## src/rtl/operand_sequencer.sv

```systemverilog
// Host-side sequencer: latches one operand set, strobes it onto a shared bus while the
// controller is in READ, then arms ready and waits for the controller's DONE/valid.
module operand_sequencer #(
    parameter int WIDTH         = 16,
    parameter int STROBE_CYCLES = 2,
    parameter int TIMEOUT       = 1024
) (
    input  logic             clk,
    input  logic             reset_n,
    input  logic             start,
    input  logic [WIDTH-1:0] x_in,
    input  logic [WIDTH-1:0] dx_in,
    input  logic [WIDTH-1:0] a_in,
    input  logic [WIDTH-1:0] u_in,
    input  logic [2:0]       ctrl_state,
    input  logic             ctrl_valid,
    output logic             s1,
    output logic             s2,
    output logic             s3,
    output logic             s4,
    output logic [WIDTH-1:0] data_out,
    output logic             ready,
    output logic             busy,
    output logic             finished,
    output logic             error
);

    typedef enum logic [3:0] {
        IDLE, WAIT_READ, LD_X, LD_DX, LD_A, LD_U, ARM, WAIT_DONE, FIN, ERR
    } state_t;

    localparam logic [2:0] CS_READ    = 3'b001;
    localparam logic [2:0] CS_COMPUTE = 3'b010;
    localparam logic [2:0] CS_DONE    = 3'b110;

    localparam int MAXC = (TIMEOUT > STROBE_CYCLES) ? TIMEOUT : STROBE_CYCLES;
    localparam int CW   = $clog2(MAXC) + 1;
    localparam logic [CW-1:0] STROBE_LAST  = CW'(STROBE_CYCLES - 1);
    localparam logic [CW-1:0] TIMEOUT_LAST = CW'(TIMEOUT - 1);

    state_t           r_state;
    state_t           w_next;
    logic [CW-1:0]    r_cnt;
    logic [WIDTH-1:0] r_x, r_dx, r_a, r_u;
    logic [3:0]       w_sel;
    logic [WIDTH-1:0] w_data;
    logic             w_read;
    logic             w_strobe_done;
    logic             w_timeout;

    assign w_read        = (ctrl_state == CS_READ);
    assign w_strobe_done = (r_cnt == STROBE_LAST);
    assign w_timeout     = (r_cnt == TIMEOUT_LAST);

    // Exit conditions are tested before the timeout so a same-cycle exit always wins.
    always_comb begin
        // NOTE: default first so every path assigns w_next; otherwise a latch is inferred.
        w_next = r_state;
        unique case (r_state)
            IDLE:      if (start) w_next = WAIT_READ;
            WAIT_READ: if (w_read) w_next = LD_X;
                       else if (w_timeout) w_next = ERR;
            LD_X:      if (!w_read) w_next = ERR;
                       else if (w_strobe_done) w_next = LD_DX;
            LD_DX:     if (!w_read) w_next = ERR;
                       else if (w_strobe_done) w_next = LD_A;
            LD_A:      if (!w_read) w_next = ERR;
                       else if (w_strobe_done) w_next = LD_U;
            LD_U:      if (!w_read) w_next = ERR;
                       else if (w_strobe_done) w_next = ARM;
            ARM:       if (ctrl_state == CS_COMPUTE) w_next = WAIT_DONE;
                       else if (w_timeout) w_next = ERR;
            WAIT_DONE: if (ctrl_valid || ctrl_state == CS_DONE) w_next = FIN;
                       else if (w_timeout) w_next = ERR;
            FIN:       w_next = IDLE;
            ERR:       w_next = IDLE;
            default:   w_next = IDLE;
        endcase
    end

    // Outputs are decoded from the next state so that registered outputs track the state itself.
    always_comb begin
        w_sel  = 4'b0000;
        w_data = '0;
        unique case (w_next)
            LD_X:    begin w_sel = 4'b0001; w_data = r_x;  end
            LD_DX:   begin w_sel = 4'b0010; w_data = r_dx; end
            LD_A:    begin w_sel = 4'b0100; w_data = r_a;  end
            LD_U:    begin w_sel = 4'b1000; w_data = r_u;  end
            default: begin w_sel = 4'b0000; w_data = '0;   end
        endcase
    end

    always_ff @(posedge clk or negedge reset_n) begin
        if (!reset_n) begin
            r_state  <= IDLE;
            r_cnt    <= '0;
            r_x      <= '0;
            r_dx     <= '0;
            r_a      <= '0;
            r_u      <= '0;
            s1       <= 1'b0;
            s2       <= 1'b0;
            s3       <= 1'b0;
            s4       <= 1'b0;
            data_out <= '0;
            ready    <= 1'b0;
            busy     <= 1'b0;
            finished <= 1'b0;
            error    <= 1'b0;
        end else begin
            // NOTE: non-blocking assignments so every register samples pre-edge values.
            r_state <= w_next;
            // One shared counter: dwell time in strobe states, timeout in wait states.
            if (w_next != r_state || r_state == IDLE)
                r_cnt <= '0;
            else
                r_cnt <= r_cnt + CW'(1);
            if (r_state == IDLE && start) begin
                r_x  <= x_in;
                r_dx <= dx_in;
                r_a  <= a_in;
                r_u  <= u_in;
            end
            s1       <= w_sel[0];
            s2       <= w_sel[1];
            s3       <= w_sel[2];
            s4       <= w_sel[3];
            data_out <= w_data;
            ready    <= (w_next == ARM);
            busy     <= (w_next != IDLE);
            finished <= (w_next == FIN);
            error    <= (w_next == ERR);
        end
    end

endmodule

```

## config.mk

```make
export PLATFORM = sky130hd
export DESIGN_NAME = operand_sequencer
export DESIGN_NICKNAME = d
export VERILOG_FILES = /design/src/rtl/operand_sequencer.sv
export SDC_FILE = /design/constraint.sdc
export NUM_CORES = 1
export LEC_CHECK = 0
export BUFFER_PORTS_ARGS = -buffer_cell sky130_fd_sc_hd__buf_2
export CAP_MARGIN = 20
export CORE_ASPECT_RATIO = 0.5
export CORE_MARGIN = 1.5
export CORE_UTILIZATION = 30
export CTS_CLUSTER_DIAMETER = 30
export DETAILED_ROUTE_END_ITERATION = 10
export SLEW_MARGIN = 20
export SYNTH_ARGS = -nofsm -noshare
export SYNTH_HDL_FRONTEND = slang
export SYNTH_SLANG_ARGS = --single-unit
```

## constraint.sdc

```tcl
create_clock -name clk -period 2.7 [get_ports clk]
set_input_delay 0.27 -clock clk [delete_from_list [all_inputs] [get_ports clk]]
set_output_delay 0.27 -clock clk [all_outputs]
set_load 0.02 [all_outputs]
```

# Word level (Yosys, flattened, before mapping)
# Index checks and enable logic that the tools add are counted.
[word_totals] wordCells=58 regBits=103 in_bits=71 out_inout_bits=24
[classes] n_eq_ne=20 mux=17 reduce_logical=5 add_sub_neg=1
[op_table] cell="$pmux W16 S4" count=1
[op_table] cell="$mux W4" count=13
[op_table] cell="$pmux W4 S8" count=1
[op_table] cell="$eq A4 B3 Y1 const B" count=7
[op_table] cell="$eq A4 B2 Y1 const B" count=4
[op_table] cell="$pmux W4 S4" count=1
[op_table] cell="$add A11 B1 Y11 const B" count=1
[op_table] cell="$eq A11 B1 Y1 const B" count=1
[op_table] cell="$eq A11 B10 Y1 const B" count=1
[op_table] cell="$mux W11" count=1
[op_table] cell="$eq A4 B4 Y1 const B" count=2
[op_table] cell="$eq A4 B1 Y1 const B" count=1
[op_table] cell="$logic_not A4 Y1" count=1
[op_table] cell="$ne A4 B4 Y1" count=1
[op_table] cell="$reduce_bool A4 Y1" count=1
[op_table] cell="$eq A3 B1 Y1 const B" count=1
[op_table] cell="$eq A3 B2 Y1 const B" count=1
[op_table] cell="$eq A3 B3 Y1 const B" count=1
[op_table] cell="$logic_or A1 B1 Y1" count=2
[op_table] cell="$logic_and A1 B1 Y1" count=1

# Longest topological paths before layout
# Gate-level depths: netlist of run 1.
[depth] depth_word=7 mapped_depth=10 ltp_nobuf=8

# Worst setup path before layout of run 1
# OpenSTA, ideal clock, no wires.
[synth_path] path_type="register to register" from="register r_cnt[0]" to="register data_out[10]" period_less_slack_ns=2.327 setup_ns=0.136 required_ns=2.564 n_path_buf=1 arrival_time_ns=2.191 path_slack_ns=0.373 path_stages_with_launch=9 path_cell_list="dfrtp_1 -> ha_1 -> nand2_1 -> or4_4 -> o221a_1 -> a41oi_4 -> buf_6 -> mux2i_1 -> o22ai_1"
[synth_via] elab_chain_cells=6 word_cells_on_any_way=20 cone_classes="6 x eq/ne; 14 x mux"
[synth_lines] element="start, declared" line="43" rtl="logic [CW-1:0] r_cnt;"
[synth_lines] element="start signal, assigned" line="118" rtl="r_cnt <= r_cnt + CW'(1);"
[synth_lines] element="$eq A11 B10 Y1 / $eq A11 B1 Y1 (equally long branches)" line="53, 52"
[synth_lines] element="$mux W4 (on tied branches)"
[synth_lines] element="$mux W4, or another cell as far along" line="73" rtl="WAIT_DONE: if (ctrl_valid || ctrl_state == CS_DONE) w_next = FIN;"
[synth_lines] element="$pmux W4 S8 (*)" line="59" rtl="unique case (r_state)"
[synth_lines] element="$eq A4 B3 Y1 / $eq A4 B2 Y1 (equally long branches)" line="85" rtl="unique case (w_next)"
[synth_lines] element="$pmux W16 S4 (*)" line="85"
[synth_lines] element="via w_data[10]" line="46" rtl="logic [WIDTH-1:0] w_data;"
[synth_lines] element="end signal, assigned" line="129" rtl="data_out <= w_data;"
[synth_lines] element="end, declared" line="21" rtl="output logic [WIDTH-1:0] data_out,"
# The timed path passes the listed nets; every way through them passes the cells marked *.
# A chain may end at the register's enable or synchronous reset.

# Final worst setup path of run 1
[layout_path] from="register r_cnt[2]" to="register busy"
[layout_via] elab_chain_cells=5 word_cells_on_any_way=16 cone_classes="2 x eq/ne; 13 x mux; 1 x reduce/logical"
[layout_lines] element="$eq A11 B10 Y1 / $eq A11 B1 Y1 (equally long branches)" line="53, 52"
[layout_lines] element="$mux W4 (on tied branches)"
[layout_lines] element="$mux W4, or another cell as far along" line="73"
[layout_lines] element="$pmux W4 S8 (*)" line="59"
[layout_lines] element="$reduce_bool A4 Y1 (*)" line="131" rtl="busy <= (w_next != IDLE);"
[layout_lines] element="end signal, assigned" line="131"
[layout_lines] element="end, declared" line="23" rtl="output logic busy,"
# Mark *: on every way between the ends. The rest lies on a longest branch, timed or not.

==> results of run 1 <==
[cell families (layout without fill, tap and decap cells)]
group	count (synthesis)	after routing
compound gates	35	35
xor+xnor	9	9
fa+ha+maj	2	2
buf+inv	35	129
flops	103	103
mux	34	34
simple gates	270	270
[area by class of cell]
type,instances,area share [%]
Clock inverter,4,0.932
Timing Repair Buffer,107,11.5
Inverter,7,0.466
Sequential cell,103,45.7
Tap cell,198,4.39
Clock buffer,11,4.30
Multi-Input combinational cell,350,32.7
[flip-flops by register name (all words and copies together) (netlist names)]
| signal | count |
|---|---|
| data_out | 16 |
| r_a | 16 |
| r_dx | 16 |
| r_u | 16 |
| r_x | 16 |
| r_cnt | 11 |
| r_state | 4 |
| busy | 1 |
| error | 1 |
| finished | 1 |
| ready | 1 |
| s1 | 1 |
| s2 | 1 |
| s3 | 1 |
| s4 | 1 |
[metal layers]
| layer | vias to the layer above | GRT usage [%] | routed length [µm] | share of wire, % |
|---|---|---|---|---|
| li1 | 1771 | - | - | - |
| met1 | 1711 | 17.8 | 5250 | 49 |
| met2 | 51 | 21.5 | 4940 | 46 |
| met3 | 14 | 3.20 | 359 | 3.4 |
| met4 | 0 | 4.34 | 160 | 1.5 |
| met5 | - | 0 | 0 | 0 |
[worst max-delay path, cell delays in order (launching register included)]
cell and delay (ns):
sky130_fd_sc_hd__dfrtp_1 0.44, sky130_fd_sc_hd__nor4_1 0.38, sky130_fd_sc_hd__and3_1 0.32, sky130_fd_sc_hd__o221a_1 0.29
sky130_fd_sc_hd__a41oi_4 0.12, sky130_fd_sc_hd__buf_4 0.18, sky130_fd_sc_hd__buf_6 0.15, sky130_fd_sc_hd__or4_1 0.51
[what timing repair did]
action	CTS	global route
setup endpoints to repair	0	16
resized for setup	0	1
setup buffers	0	2
[report_power, final]
part	switching (µW)	internal [µW]	total (µW)
Clock	554	744	1300
Sequential	304	2050	2350
Combinational	964	777	1740
Total	1820	3570	5390
[stage by stage]
stage                     hold WS (ns)  setup WS, ns  std cells  total power, µW
after floorplan                -0.0256         0.373        488             3550
after CTS                       0.0104        0.0925        775             5280
after global placement           0.386         0.154        760             3920
after global routing            0.0315        0.0178        780             5780
after detailed placement         0.385         0.105        760             3970
final                          -0.0422         0.176        780             5390
[placed cells by master, fill, tap and decap left out, types with 2 or more instances in the layout]
master | netlist | routed
sky130_fd_sc_hd__a21oi_1 | 2 | 2
sky130_fd_sc_hd__a2bb2oi_1 | 2 | 2
sky130_fd_sc_hd__and3_1 | 3 | 2
sky130_fd_sc_hd__and3b_1 | 2 | 2
sky130_fd_sc_hd__buf_12 | 0 | 3
sky130_fd_sc_hd__buf_2 | 4 | 93
sky130_fd_sc_hd__buf_4 | 1 | 8
sky130_fd_sc_hd__clkbuf_16 | 0 | 11
sky130_fd_sc_hd__dfrtp_1 | 103 | 103
sky130_fd_sc_hd__ha_1 | 2 | 2
sky130_fd_sc_hd__inv_1 | 7 | 7
sky130_fd_sc_hd__inv_6 | 0 | 2
sky130_fd_sc_hd__mux2i_1 | 34 | 34
sky130_fd_sc_hd__nand2_1 | 210 | 210
sky130_fd_sc_hd__nand2b_1 | 2 | 2
sky130_fd_sc_hd__nand3_1 | 8 | 7
sky130_fd_sc_hd__nor2_1 | 17 | 17
sky130_fd_sc_hd__nor2b_1 | 4 | 4
sky130_fd_sc_hd__nor3_1 | 3 | 3
sky130_fd_sc_hd__nor3b_1 | 6 | 6
sky130_fd_sc_hd__nor4_1 | 2 | 2
sky130_fd_sc_hd__o211ai_1 | 2 | 2
sky130_fd_sc_hd__o21ai_0 | 4 | 4
sky130_fd_sc_hd__o22ai_1 | 16 | 16
sky130_fd_sc_hd__or2_2 | 2 | 3
sky130_fd_sc_hd__xnor2_1 | 5 | 5
sky130_fd_sc_hd__xor2_1 | 4 | 4
[how the worst min path moves through the flow]
stage | to | start | slack [ns]
6_report | r_dx[10] | reset_n | -0.04
5_1_grt | r_dx[10] | reset_n | 0.03
4_1_cts | r_dx[10] | reset_n | 0.01
3_5_place_dp | r_dx[10] | reset_n | 0.39
3_3_place_gp | r_a[10] | reset_n | 0.39
2_1_floorplan | busy | reset_n | -0.03
==> impl_summary.log, run 1 <==
[metrics] area of all placed cells without fillers: 5640 µm²
[metrics] Die Y: 90.4 µm
[metrics] area grow syn2layout: 23.1%
[metrics] largest fanout on the critical path: 10
[metrics] XOR/XNOR Fraction of Synth Area: between 1.5 and 2%
[metrics] path type of the worst setup path: reg -> reg
[metrics] grt ovf: 0
[metrics] Fin Hold WS: -0.0422 ns
[metrics] net count after synthesis: 561
[metrics] drt wl/cell: approximately 14 µm
[metrics] count of standard-cell rows: 31
[metrics] shortest clock period the worst path allows after layout: 2.52 ns
[metrics] endpoint arrival time on the critical path: 2.73 ns
[metrics] post-synthesis share of cell area spent on full adders, half adders and majority gates: 0.546%
[metrics] CTS tree: yes
[metrics] violated checks: negative hold slack
[metrics] largest buffer count on any clock path: 2
[metrics] final clock period utilization by the worst path: 93.5%
[metrics] Max H-tree Level: 3
[metrics] die span in x: between 150 and 200 µm
[metrics] setup repair after global routing missed its margin: no
[metrics] Rel. slew slack: 54.8%
[metrics] Mapped Cells: 488
[metrics] clock root buffer: sky130_fd_sc_hd__clkbuf_16
[metrics] initial antenna violation count: 0
[metrics] input/output buffers: 94
[metrics] number of synthesized register bits: between 100 and 150
[metrics] DRC: 0
[metrics] most instantiated library cell after synthesis: sky130_fd_sc_hd__nand2_1
[metrics] total track usage: 13.4%
[metrics] vias in the first global route: 3482
[metrics] antenna diode instance count: 0
[metrics] violation count after the first detailed-routing iteration: 235
[metrics] via count: around 3.5k
[metrics] element type at the critical path start: flip-flop
[metrics] post-detailed-routing wire length: around 11 mm
[metrics] Initial Util: 31.2%
[metrics] critical path launch point: r_cnt[2]
[metrics] DRT Pass-1 Iters: 4
[metrics] worst-margin pin slew: ~0.68 ns
[metrics] fraction of the core area covered by cells at the end of the flow: 38.4%
[metrics] CTS buffer count: 9
[metrics] final-report max-slew violation count: 0
[metrics] cell type with the highest aggregate area in the netlist: sky130_fd_sc_hd__dfrtp_1
[metrics] Post-Syn Area: 4580 µm²
[metrics] fraction of synthesis flops using an asynchronous set or reset pin: 100%
[metrics] prevailing post-synth register cell: sky130_fd_sc_hd__dfrtp_1
[metrics] Num Clock Sinks: between 100 and 150
[metrics] multi-input gate area in the final layout: 1850 µm²
[metrics] placed instance area: 5270 µm²
[metrics] main combinational cell family by area after synthesis: simple AND/OR/NAND/NOR gates
[metrics] worst-case register-to-register setup slack: 0.18 ns
[metrics] EDFF count, synth: 0
[metrics] maximum number of pins on one net before global-route repair: between 100 and 150
[metrics] simple-gate portion of the synthesized area: 24.9%
[metrics] global-route wire length before repair: 17.1 mm
[metrics] register cell area after layout: about 2600 µm²
[metrics] Clock Skews: 0.0123 ns
[metrics] core footprint: 14700 µm²
[metrics] area enclosed by the die boundary: 16100 µm²
[metrics] leakage dissipation: about 0.0030 µW
[metrics] clock latency on the worst-skew pair: 0.34 ns
[metrics] required time of the worst setup path: 2.90 ns
[metrics] number of I/O pins: 95
[metrics] fraction of final layout cells sized beyond drive strength 1: between 20% and 30%
[metrics] yosys synthesis warning count: 0
[metrics] endpoint of the lowest-slack register-to-register path: busy
[metrics] placed wire-length estimate: 6.91 mm
[metrics] final antenna-violating net count: 0
[metrics] run status: finished, violations left
[metrics] count of fill cells added during filler insertion: 1467
[metrics] top-area cell type share of the netlist area: between 50% and 60%
[metrics] final weighted congestion in routability-driven placement: ~0.78
[metrics] detail-routed via count per cell: 4.55
[metrics] Worst Reg2Reg Path Length in Cells: 7
[metrics] share of the yosys chip area belonging to registers: a little under three fifths
[metrics] final count of hold timing violations: 14
[metrics] syn avg cell area: 9.39 µm²
[metrics] post-cts hold buffer count: 0
[metrics] class of the tightest hold or removal check: in -> async
[metrics] VDD IR max: 0.335 mV
[metrics] power density relative to cell area: about 960 nW/µm²
[metrics] maximum operating frequency: 0.396 GHz
[metrics] Final setup violation count: 0
[metrics] endpoint of the most critical setup path: busy
[metrics] final total negative setup slack: 0 ns
[metrics] synth top area cells: sky130_fd_sc_hd__dfrtp_1 (56%), sky130_fd_sc_hd__nand2_1 (17%), sky130_fd_sc_hd__mux2i_1 (7.4%)
[metrics] FF-to-FF Start: r_cnt[2]
[metrics] element type at the critical path end: flip-flop
[metrics] count of distinct cell types in the synthesized netlist: 47
[metrics] clock-pin slew on the worst setup and hold paths: 0.07 ns
[metrics] Nets: between 600 and 700
[metrics] Post-synth top cells: sky130_fd_sc_hd__nand2_1 (210), sky130_fd_sc_hd__dfrtp_1 (103), sky130_fd_sc_hd__mux2i_1 (34)
[metrics] fraction of the mapped netlist area in compound gates: 5.63%
[metrics] mux share of post-synthesis cell area: 7.43%
[metrics] Max-Cap Viols: 0
Note: power is estimated with default switching activity, not from simulation.
==> run 2: changes to the inputs <==
Settings changed: ABC_CLOCK_PERIOD_IN_PS set to 2700, BUFFER_PORTS_ARGS -buffer_cell sky130_fd_sc_hd__buf_2 to not set, DONT_BUFFER_PORTS set to 1, GPL_ROUTABILITY_DRIVEN set to 1.
==> run 2 against run 1 <==
Compared with the run above:
- the flow now finishes without violations
- clock skew down 0.0020 ns
- sequential cell count unchanged
- hold slack better by 0.068 ns
- first-iteration DRC count up 9.4%
- clock-buffer cell count unchanged
- setup slack worse by 0.012 ns
- wire length down 5.1%
- combinational power down 14%
- largest power group unchanged
- highest routed layer unchanged
==> impl_summary.log, run 2 (same netlist as run 1, synthesis figures left out) <==
[metrics] fraction of final layout cells sized beyond drive strength 1: 6.39%
[metrics] leakage dissipation: 0.00258 µW
[metrics] via count: about 3.1k
[metrics] cell depth of the worst hold path: 2
[metrics] global-route track usage on met1: 16.6%
[metrics] CTS tree: yes
[metrics] clock-pin slew on the worst setup and hold paths: 0.07 ns
[metrics] DRT Pass-1 Iters: 4
[metrics] worst-margin pin slew: 0.529 ns
[metrics] setup repair after global routing missed its margin: no
[metrics] area enclosed by the die boundary: 16100 µm²
[metrics] Worst Reg2Reg Path Length in Cells: 8
[metrics] Post CTS Setup Buffer Count: 0
[metrics] slowest CP cell: sky130_fd_sc_hd__or4_4
[metrics] path type of the worst setup path: reg -> reg
[metrics] final clock period utilization by the worst path: approximately 94%
[metrics] run status: complete, no violations
[metrics] maximum number of pins on one net before global-route repair: 104
[metrics] count of standard-cell rows: 31
[metrics] Fin Hold WS: approximately 0.026 ns
[metrics] Final setup violation count: 0
[metrics] CTS buffer count: 9
[metrics] post-detailed-routing wire length: a little over 10 mm
[metrics] endpoint arrival time on the critical path: 2.74 ns
[metrics] drt wl/cell: approximately 15 µm
[metrics] required time of the worst setup path: 2.90 ns
[metrics] final-report max-slew violation count: 0
[metrics] Min-Delay Startpoint: u_in[12]
[metrics] vias in the first global route: between 3k and 4k
[metrics] max incr delay on CP: between 0.5 and 0.6 ns
[metrics] power density relative to cell area: 1000 nW/µm²
[metrics] Most Crowded Layer GR: met2
[metrics] final weighted congestion in routability-driven placement: 0.817
[metrics] largest fanout on the critical path: 23
[metrics] endpoint of the lowest-slack register-to-register path: data_out[11]
[metrics] number of I/O pins: 95
[metrics] Hold Path Sink: r_u[12]
[metrics] final antenna-violating net count: 0
[metrics] most frequent cells in the layout: sky130_fd_sc_hd__nand2_1 (210), sky130_fd_sc_hd__dfrtp_1 (103), sky130_fd_sc_hd__mux2i_1 (34)
[metrics] initial antenna violation count: 0
[metrics] final total negative setup slack: 0 ns
[metrics] class of the tightest hold or removal check: in -> reg
[metrics] Initial Util: 31.2%
[metrics] Rel. slew slack: roughly 65%
[metrics] placed wire-length estimate: 6.94 mm
[metrics] GRT met3 Usage: 5.43%
[metrics] Max-Cap Viols: 0
[metrics] Die Y: 90.4 µm
[metrics] count of buffer and inverter cells on the critical path: 1
[metrics] Clock Skews: 0.0103 ns
[metrics] total track usage: between 10% and 20%
[metrics] clock root buffer: sky130_fd_sc_hd__clkbuf_16
[metrics] worst path cell trace: ha_1 -> nand2_1 -> or4_4 -> o221a_1 -> a41oi_4 -> buf_12 -> mux2i_1 -> o22ai_1
[metrics] clock latency on the worst-skew pair: 0.35 ns
[metrics] DRC: 0
[metrics] met2 usage: 22.2%
[metrics] cell depth of the worst setup path: 8
[metrics] Num Clock Sinks: 103
[metrics] maximum operating frequency: 0.394 GHz
[metrics] global-route wire length before repair: 17.0 mm
[metrics] final count of hold timing violations: 0
[metrics] element type at the critical path start: flip-flop
[metrics] die span in x: between 150 and 200 µm
[metrics] input/output buffers: 0
[metrics] largest buffer count on any clock path: 2
[metrics] Top Family by Delay on Critical Path: compound AO/OA/AOI/OAI gates
[metrics] detail-routed via count per cell: 4.60
[metrics] FF-to-FF Start: r_cnt[0]
[metrics] worst-case register-to-register setup slack: 0.16 ns
[metrics] grt ovf: 0
[metrics] area grow syn2layout: 11.8%
[metrics] core footprint: 14700 µm²
[metrics] shortest clock period the worst path allows after layout: about 2.5 ns
[metrics] antenna diode instance count: 0
[metrics] Nets: roughly 560
[metrics] element type at the critical path end: flip-flop
[metrics] Max H-tree Level: 3
[metrics] most frequent standard cell in the layout excluding fill and tap cells: sky130_fd_sc_hd__nand2_1
[metrics] VDD IR max: 0.384 mV
[metrics] violation count after the first detailed-routing iteration: 257
run 2: worst max-delay path by stage:
| stage | startpoint | end | slack, ns |
|---|---|---|---|
| global placement | r_cnt[0] | data_out[11] | 0.21 |
| CTS | r_cnt[0] | data_out[13] | 0.08 |
| finish | r_cnt[0] | data_out[11] | 0.16 |
| global route | r_cnt[0] | data_out[11] | 0.004 |
| floorplan | r_cnt[0] | data_out[10] | 0.37 |
| detailed placement | r_cnt[0] | data_out[11] | 0.10 |
run 2: repair_timing:
action                                 4_1_cts  5_1_grt
gates resized for setup                      0        1
setup endpoints to repair                    0       15
endpoints found under the hold margin      103        0
hold buffers                                 2        0
run 2: per-layer routing:
layer  vias to the layer above  share of wire, %
met3                        10               7.9
li1                       1572                 -
met4                         0               1.3
met1                      1506                43
met2                        54                48
met5                         -                 0
run 2: layout make-up:
| cell class | instances | area, µm² |
|---|---|---|
| Fill cell | 1490 | 9580 |
| Inverter | 7 | 26.3 |
| Tap cell | 198 | 248 |
| Clock inverter | 3 | 26.3 |
| Timing Repair Buffer | 11 | 143 |
| Multi-Input combinational cell | 350 | 1850 |
| Clock buffer | 11 | 253 |
| Sequential cell | 103 | 2580 |
run 2: power breakdown:
group / switching [µW] / leakage (µW) / internal (µW)
registers: 346 / 0.00133 / 2050
clock network: 564 / 0.000139 / 676
logic: 848 / 0.00111 / 650
total: 1760 / 0.00258 / 3370
run 2: through the flow:
step	setup slack (ns)	util [%]	power, µW	std cells	cell area [µm²]
floorplan	0.373	-	3550	488	4580
global placement	0.207	32.7	3860	667	4800
detailed placement	0.102	32.7	3910	667	4800
CTS	0.0752	34.8	5210	683	5120
global route	0.00392	34.8	5550	683	5120
finish	0.164	34.8	5130	683	5120
==> run 3: changes to the inputs <==
Settings changed: RECOVER_POWER set to 25.
==> run 3 against run 2 <==
Compared with the run above:
- sequential cell count did not move
- non-clock buffer count is the same
- critical endpoint unchanged
- hold slack barely moved
- sequential power about the same
- global-route usage unchanged
- combinational power about the same
- fmax is essentially flat
- core utilization is 0.14 points lower
- wire length rose by 0.28%
- largest power group unchanged
- register-to-register slack about the same
==> impl_summary.log, run 3 (same netlist as run 1, synthesis figures left out) <==
[metrics] run status: complete, no violations
[metrics] detail-routed via count per cell: 4.60
[metrics] final antenna-violating net count: 0
[metrics] worst slack at placement: 0.102 ns
[metrics] final-report max-slew violation count: 0
[metrics] Post CTS Setup Buffer Count: 0
[metrics] violation count after the first detailed-routing iteration: about 260
[metrics] Max H-tree Level: 3
[metrics] endpoint of the lowest-slack register-to-register path: data_out[11]
[metrics] largest fanout on the critical path: 23
[metrics] most frequent cells in the layout: sky130_fd_sc_hd__nand2_1 (210), sky130_fd_sc_hd__dfrtp_1 (103), sky130_fd_sc_hd__mux2i_1 (34)
[metrics] count of fill cells added during filler insertion: 1492
[metrics] CTS tree: yes
[metrics] total track usage: ~14%
[metrics] endpoint arrival time on the critical path: 2.74 ns
[metrics] Num Clock Sinks: 103
[metrics] max incr delay on CP: 0.52 ns
[metrics] FF-to-FF Start: r_cnt[0]
[metrics] global-route wire length before repair: around 17 mm
[metrics] final clock period utilization by the worst path: 93.9%
[metrics] switching power: 1760 µW
[metrics] final total negative setup slack: 0 ns
[metrics] maximum number of pins on one net before global-route repair: 104
[metrics] clock-pin slew on the worst setup and hold paths: roughly 0.07 ns
[metrics] Initial Util: 31.2%
[metrics] register cell area after layout: 2580 µm²
[metrics] cell depth of the worst hold path: 2
[metrics] cell count after placement: 667
[metrics] vias in the first global route: 3366
[metrics] via count: 3145
[metrics] grt ovf: 0
[metrics] Nets: 555
[metrics] largest buffer count on any clock path: 2
[metrics] worst path cell trace: ha_1 -> nand2_1 -> or4_4 -> o221a_1 -> a41oi_4 -> buf_12 -> mux2i_1 -> o22ai_1
[metrics] initial antenna violation count: 0
[metrics] area grow syn2layout: 11.3%
[metrics] DRT Pass-1 Iters: 4
[metrics] Max-Cap Viols: 0
[metrics] core footprint: 14700 µm²
[metrics] Flop pwr share: 46.7%
[metrics] CTS buffer count: 9
[metrics] drt wl/cell: around 15 µm
[metrics] Final setup violation count: 0
[metrics] element type at the critical path end: flip-flop
[metrics] class of the tightest hold or removal check: in -> reg
[metrics] Die Y: 90.4 µm
[metrics] clock share of power: roughly 24%
[metrics] clock root buffer: sky130_fd_sc_hd__clkbuf_16
[metrics] number of I/O pins: 95
[metrics] path type of the worst setup path: reg -> reg
[metrics] final count of hold timing violations: 0
[metrics] Min-Delay Startpoint: u_in[12]
[metrics] power density relative to cell area: 1010 nW/µm²
[metrics] maximum operating frequency: a little under 0.4 GHz
[metrics] most frequent standard cell in the layout excluding fill and tap cells: sky130_fd_sc_hd__nand2_1
[metrics] post-detailed-routing wire length: 10.2 mm
[metrics] worst-margin pin slew: 1.41 ns
[metrics] Hold Path Sink: r_u[12]
[metrics] final weighted congestion in routability-driven placement: 0.817
[metrics] worst-case register-to-register setup slack: 0.16 ns
[metrics] shortest clock period the worst path allows after layout: 2.54 ns
[metrics] leakage dissipation: between 0.002 and 0.003 µW
[metrics] Rel. slew slack: 6.22%
[metrics] antenna diode instance count: 0
[metrics] multi-input gate area in the final layout: 1850 µm²
[metrics] proportion of power drawn by combinational gates: 29.1%
[metrics] die span in x: 178 µm
[metrics] clock latency on the worst-skew pair: 0.35 ns
[metrics] Finished Layout Cells: 683
[metrics] required time of the worst setup path: 2.90 ns
[metrics] input/output buffers: 0
[metrics] setup repair after global routing missed its margin: no
[metrics] area enclosed by the die boundary: 16100 µm²
[metrics] element type at the critical path start: flip-flop
[metrics] DRC: 0
[metrics] fraction of final layout cells sized beyond drive strength 1: 6.39%
[metrics] Internal: ~3400 µW
[metrics] fraction of power spent switching nets: 34.3%
[metrics] Clock Skews: 0.0102 ns
[metrics] VDD IR max: 0.384 mV
[metrics] slowest CP cell: sky130_fd_sc_hd__or4_4
[metrics] min setup slack post-route: 0.164 ns
[metrics] Worst Reg2Reg Path Length in Cells: 8
[metrics] placed wire-length estimate: approximately 6.9 mm
[metrics] count of standard-cell rows: 31
[run 3: cell count changes in the layout (fill, tap and decap cells not counted), sizes merged]
cell,before,now
buf,10,9
clkbuf,11,12
[run 3: metrics by stage]
stage	hold slack [ns]	util, %	area (µm²)	power [µW]
3_5_place_dp	-0.0238	32.7	4800	3910
4_1_cts	0.0189	34.8	5120	5210
5_1_grt	0.0241	34.7	5100	5550
3_3_place_gp	-0.0236	32.7	4800	3860
2_1_floorplan	-0.0256	-	4580	3550
6_report	0.0265	34.7	5100	5130
[run 3: critical path, delay by kind of cell (launching register included)]
| kind | cells | cell delay [ns] |
|---|---|---|
| AO/OA/AOI/OAI | 3 | 0.69 |
| flip-flops | 1 | 0.41 |
| adder cells (fa/ha/maj) | 1 | 0.22 |
| buffers and inverters | 1 | 0.23 |
| multiplexers | 1 | 0.24 |
| AND/OR/NAND/NOR | 2 | 0.60 |
[run 3: worst max-delay path by stage]
stage                     depth (start not counted)  slack (ns)            to     start
after floorplan                                   8        0.37  data_out[10]  r_cnt[0]
after global placement                            8        0.21  data_out[11]  r_cnt[0]
after detailed placement                          8        0.10  data_out[11]  r_cnt[0]
after CTS                                         8        0.08  data_out[13]  r_cnt[0]
after global routing                              8       0.004  data_out[11]  r_cnt[0]
final                                             8        0.16  data_out[11]  r_cnt[0]
[run 3: layout make-up]
| cell class | count | share of cell area, % |
|---|---|---|
| clock buffers | 11 | 4.96 |
| clock inverters | 3 | 0.515 |
| inverters | 7 | 0.515 |
| multi-input cells | 350 | 36.2 |
| flip-flops and latches | 103 | 50.5 |
| well taps | 198 | 4.86 |
| repair buffers | 11 | 2.40 |
[run 3: power groups by stage]
stage / clock network (µW) / registers [µW] / logic (µW)
floorplan: 0 / 2310 / 1250
global placement: 0 / 2430 / 1430
detailed placement: 0 / 2430 / 1480
CTS: 1280 / 2400 / 1530
global route: 1350 / 2460 / 1740
finish: 1240 / 2400 / 1490
[run 3: repair_timing]
item / in CTS / in global routing
hold buffers: 2 / 0
setup endpoints to repair: 0 / 15
resized for setup: 0 / 1
hold endpoints to repair: 103 / 0
[run 3: per-layer routing]
layer  GRT usage (%)  wire length [µm]  vias up
met1            16.6              4410     1511
met5               0                 0        -
met4            4.41               114        0
met2            22.2              4870       50
met3            5.43               794        9
li1                -                 -     1575
